==> src/rtl/serial_subtractor.sv <==
// serial_subtractor: bit-serial WIDTH-bit unsigned subtractor (a - b).
// One full-subtractor cell plus a borrow flop processes one bit per clock,
// LSB first. A start/busy/done handshake sequences operations; diff and
// borrow are registered and only change when an operation completes.
//
// Handshake: start is sampled only while idle (busy=0, including the done
// cycle). The accepting edge latches a and b and raises busy. busy stays
// high for exactly WIDTH cycles; done pulses for one cycle together with
// the new diff/borrow. start while busy is ignored.
//
// Parameter constraints: 2 <= WIDTH <= 16 and 2**CNT_W > WIDTH.

module serial_subtractor #(
    parameter int WIDTH = 5,
    parameter int CNT_W = 3
) (
    input  logic             clk,
    input  logic             rst_n,
    input  logic             start,
    input  logic [WIDTH-1:0] a,
    input  logic [WIDTH-1:0] b,
    output logic             busy,
    output logic             done,
    output logic [WIDTH-1:0] diff,
    output logic             borrow
);

    typedef enum logic {
        IDLE = 1'b0,
        RUN  = 1'b1
    } state_t;

    state_t             state;
    logic [WIDTH-1:0]   sa;        // minuend, shifted right each RUN edge
    logic [WIDTH-1:0]   sb;        // subtrahend, shifted right each RUN edge
    logic [WIDTH-1:0]   res;       // partial result, filled from the MSB end
    logic               bflop;     // borrow between successive bit positions
    logic [CNT_W-1:0]   cnt;       // index of the bit being processed

    logic               ai;
    logic               bi;
    logic               d;
    logic               bout;
    logic [WIDTH-1:0]   next_res;
    logic               last_bit;

    // Full-subtractor cell on the current LSBs and the next result word.
    always_comb begin
        ai       = sa[0];
        bi       = sb[0];
        d        = ai ^ bi ^ bflop;
        bout     = (~ai & bi) | (~(ai ^ bi) & bflop);
        next_res = {d, res[WIDTH-1:1]};
        last_bit = (cnt == CNT_W'(WIDTH - 1));
    end

    // Control FSM plus datapath registers; all outputs are registered.
    always_ff @(posedge clk or negedge rst_n) begin
        if (!rst_n) begin
            state  <= IDLE;
            sa     <= '0;
            sb     <= '0;
            res    <= '0;
            bflop  <= 1'b0;
            cnt    <= '0;
            busy   <= 1'b0;
            done   <= 1'b0;
            diff   <= '0;
            borrow <= 1'b0;
        end else begin
            done <= 1'b0;
            case (state)
                IDLE: begin
                    if (start) begin
                        sa    <= a;
                        sb    <= b;
                        res   <= '0;
                        bflop <= 1'b0;
                        cnt   <= '0;
                        busy  <= 1'b1;
                        state <= RUN;
                    end
                end
                RUN: begin
                    res   <= next_res;
                    sa    <= sa >> 1;
                    sb    <= sb >> 1;
                    bflop <= bout;
                    cnt   <= cnt + CNT_W'(1);
                    if (last_bit) begin
                        // Final bit: publish the full word and the MSB borrow.
                        diff   <= next_res;
                        borrow <= bout;
                        done   <= 1'b1;
                        busy   <= 1'b0;
                        state  <= IDLE;
                    end
                end
                default: begin
                    state <= IDLE;
                    busy  <= 1'b0;
                end
            endcase
        end
    end

endmodule

==> config.mk <==
export PLATFORM = sky130hd
export DESIGN_NAME = serial_subtractor
export DESIGN_NICKNAME = d
export VERILOG_FILES = /design/src/rtl/serial_subtractor.sv
export SDC_FILE = /design/constraint.sdc
export NUM_CORES = 1
export LEC_CHECK = 0
export CAP_MARGIN = 25
export CORE_UTILIZATION = 40
export CTS_BUF_LIST = sky130_fd_sc_hd__clkbuf_16
export CTS_CLUSTER_DIAMETER = 80
export DETAILED_ROUTE_END_ITERATION = 16
export DONT_BUFFER_PORTS = 1
export GPL_TIMING_DRIVEN = 0
export HOLD_SLACK_MARGIN = 0.06
export PLACE_DENSITY = 0.64
export SETUP_SLACK_MARGIN = 0.5
export SYNTH_ARGS = -nofsm -noshare
export SYNTH_HDL_FRONTEND = slang
export SYNTH_SLANG_ARGS = --single-unit
==> constraint.sdc <==
create_clock -name clk -period 1.3 [get_ports clk]
set_input_delay 0.26 -clock clk [delete_from_list [all_inputs] [get_ports clk]]
set_output_delay 0.26 -clock clk [all_outputs]
set_load 0.05 [all_outputs]
==> results.cfg <==
[global_route]
met1_usage = 0.193
track_usage = 0.153
grt_pass1_wl_um = 3730
grt_overflow = 0
antenna_found_initial = 0
grt.busiest_layer = met2
grt_start_max_net_pins = 28
grt_pass1_vias = 817
grt_use_met3 = 0.0465
use_met2 = 0.259

[pwr]
p_comb_frac = 0.367
ir_drop_mv = 2.41
power.internal_mw = 2.51
clkPwrFrac = 0.170
swShare = 0.380
seqPwrFrac = 0.464
power_leakage_nw = 0.751
cellPowerDensity_mw_per_mm2 = 2540
p_sw_mw = 1.54

[setup_path]
worst-r2r-cell-count = 3
slowest_stage = fa_2
cpPeakStageDelay_ns = 0.43
cp.arrival_ns = 1.41
crit_chain = inv_2 -> fa_2 -> mux2_4
reg2reg_slack_ns = 0.04
setup.worst_path.start_class = register
critPathRequiredTime_ns = 1.45
path_class = reg -> reg
critPathMaxFanout = 2
r2r_start = sb[0]
cp-startpoint = sb[0]
endpoint = diff[4]
r2r-end = diff[4]
end_kind = register

[logic_synthesis]
yosysWarnings = 0
ys_top_cells_by_count = dfrtp_1 (27), nand2_1 (11), o21ai_0 (11)
synth.avg_cell_area_um2 = 12.0
syn-cell-area_mm2 = 0.00117
synth-edff-count = 0
yosysTopAreaCell = dfrtp_1
synthesis.instances = 97
synth-seq-cells = 27
synthFlopType = dfrtp_1
synth-seq-area-share = 0.579
async_reset_ff_frac = 1.00
synth_top_cell_area_share = 0.579
yosysMostFrequentCell = dfrtp_1
netlist_top_cells_area = dfrtp_1 (58%), mux2i_1 (8.6%), mux2_2 (5.8%)
synthesis.nets = 113
synth_cell_types = 20

[routing]
wirelength_um = 2310
antenna_left = 0
drc = 0
vias = 765
wl_per_cell_um = 16.2
drtPass1Iterations = 2
drtIter0Drc = 11
via_per_inst = 5.35

[outcome]
status = finished with violations
violations = hold timing

[hold_path]
hp-class = in -> async

[timing]
timing.fmax_mhz = 792
slew_headroom = 0.687
worst_slew_pin_slew_ns = 0.470
rsz0062_at_grt = true
hold_violations = 27
setup_viol = 0
fin_crit_sh = 0.971
setup-tns-final_ns = 0
min_period_ns = 1.26
final_max_slew_viol_count = 0
skew_ns = 0.00183
hold_ws_ns = -0.310

[finish]
final_nets = 129
areaGrowthSynthToFinish_pct = 36.5
antennaDiodeCount = 0
drive_above_1_share = 0.571
n_fill_cell = 229
seq_area_um2 = 686
fin_util = 0.578
multi_input_area_um2 = 569

[die]
die_h_um = 56.0
die_area_mm2 = 0.00314
pin_count = 21
die_w_um = 56.0
rows = 19
initial_core_util = 0.423
coreArea_mm2 = 0.00276

[clock_network]
cts.sinks = 27
cts_tree = yes
clk_path_buf_depth = 2
path_clk_slew_ns = 0.06
cts_htree_levels = 1
root_buffer = clkbuf_16
clk_latency_ns = 0.26
cts_inserted_buffers = 3

[placement]
place_hpwl_um = 1380
numPortBuffers = 0
place_congestion = 0.700

[flow_run]
drv_cap = 0
==> final cells by class <==
| cell class | count | share of cell area |
|---|---|---|
| clock buffer | 3 | 0.0471 |
| sequential | 27 | 0.430 |
| tap | 31 | 0.0243 |
| multi-input combinational | 59 | 0.357 |
| timing repair buffer | 11 | 0.0793 |
| inverter | 6 | 0.0141 |
| clock inverter | 1 | 0.00314 |
| buffer | 5 | 0.0447 |
==> timing repair <==
action / CTS / global route
buffers inserted: 6 / 2
endpoints found under the setup margin: 35 / 35
hold endpoints to repair: 27 / 27
pin swaps: 5 / 8
gates resized for setup: 13 / 31
cloned: 0 / 3
==> metal layers <==
| metal | wire [um] | up-vias |
|---|---|---|
| li1 | - | 359 |
| met5 | 0 | - |
| met4 | 14 | 0 |
| met3 | 86 | 2 |
| met2 | 1210 | 18 |
| met1 | 1010 | 386 |
==> power groups by stage <==
stage / Clock (mW) / Sequential [mW] / Combinational [mW]
CTS: 0.701 / 1.83 / 1.16
global route: 0.735 / 1.92 / 1.61
finish: 0.687 / 1.88 / 1.49
floorplan: 0 / 1.78 / 0.761
detailed placement: 0 / 1.84 / 0.902
global placement: 0 / 1.83 / 0.860
==> how the worst min path moves through the flow <==
stage / cells after the start / slack, ns / endpoint
4_1_cts: 0 / -0.31 / diff[0]
6_report: 0 / -0.31 / diff[0]
3_5_place_dp: 0 / -0.04 / diff[0]
3_3_place_gp: 0 / -0.03 / diff[0]
5_1_grt: 0 / -0.32 / res[1]
2_1_floorplan: 0 / -0.04 / bflop
==> cell families (layout without fill, tap and decap cells) <==
logic type / count (synthesis) / after routing / share of synthesized area
AO/OA/AOI/OAI: 18 / 18 / 0.0965
adder cells (fa/ha/maj): 3 / 3 / 0.0386
flip-flops: 27 / 27 / 0.579
multiplexers: 16 / 16 / 0.144
XOR/XNOR: 1 / 1 / 0.00750
AND/OR/NAND/NOR: 21 / 21 / 0.0825
buffers and inverters: 11 / 26 / 0.0525
==> sequential cells by signal, indices dropped and copies added (netlist names), 3 cells and up <==
register	flops
cnt	3
diff	5
res	4
sa	5
sb	5
==> critical path, delay by kind of cell, from the launching register on <==
family                     cells  cell delay [ns]
adders and majority gates      1             0.43
muxes                          1             0.27
buffers and inverters          1             0.06
DFF                            1             0.39
==> cells in the final DEF, fill, tap and decap left out, types with 2 or more instances in the layout <==
| master | Yosys | final |
|---|---|---|
| nand2_4 | 0 | 4 |
| buf_6 | 1 | 4 |
| nand2_2 | 0 | 6 |
| inv_2 | 0 | 6 |
| mux2i_1 | 10 | 10 |
| nor2_1 | 5 | 3 |
| ha_4 | 0 | 2 |
| buf_4 | 3 | 5 |
| dfrtp_2 | 0 | 8 |
| a22o_1 | 4 | 4 |
| o21ai_1 | 0 | 5 |
| mux2_4 | 0 | 6 |
| o21ai_2 | 0 | 6 |
| dfrtp_1 | 27 | 19 |
| clkbuf_16 | 0 | 5 |
| nand2b_1 | 3 | 3 |
| buf_8 | 0 | 4 |
==> per-stage QoR <==
step	power, mW	instance area, um^2	cells	setup WS, ns
6_report	4.05	1590	143	0.0372
5_1_grt	4.27	1590	143	-0.00295
4_1_cts	3.70	1430	138	0.0392
3_5_place_dp	2.75	1260	128	0.0322
3_3_place_gp	2.69	1260	128	0.0271
2_1_floorplan	2.54	1220	97	0.0714
Note: power is estimated with default switching activity, not from simulation.
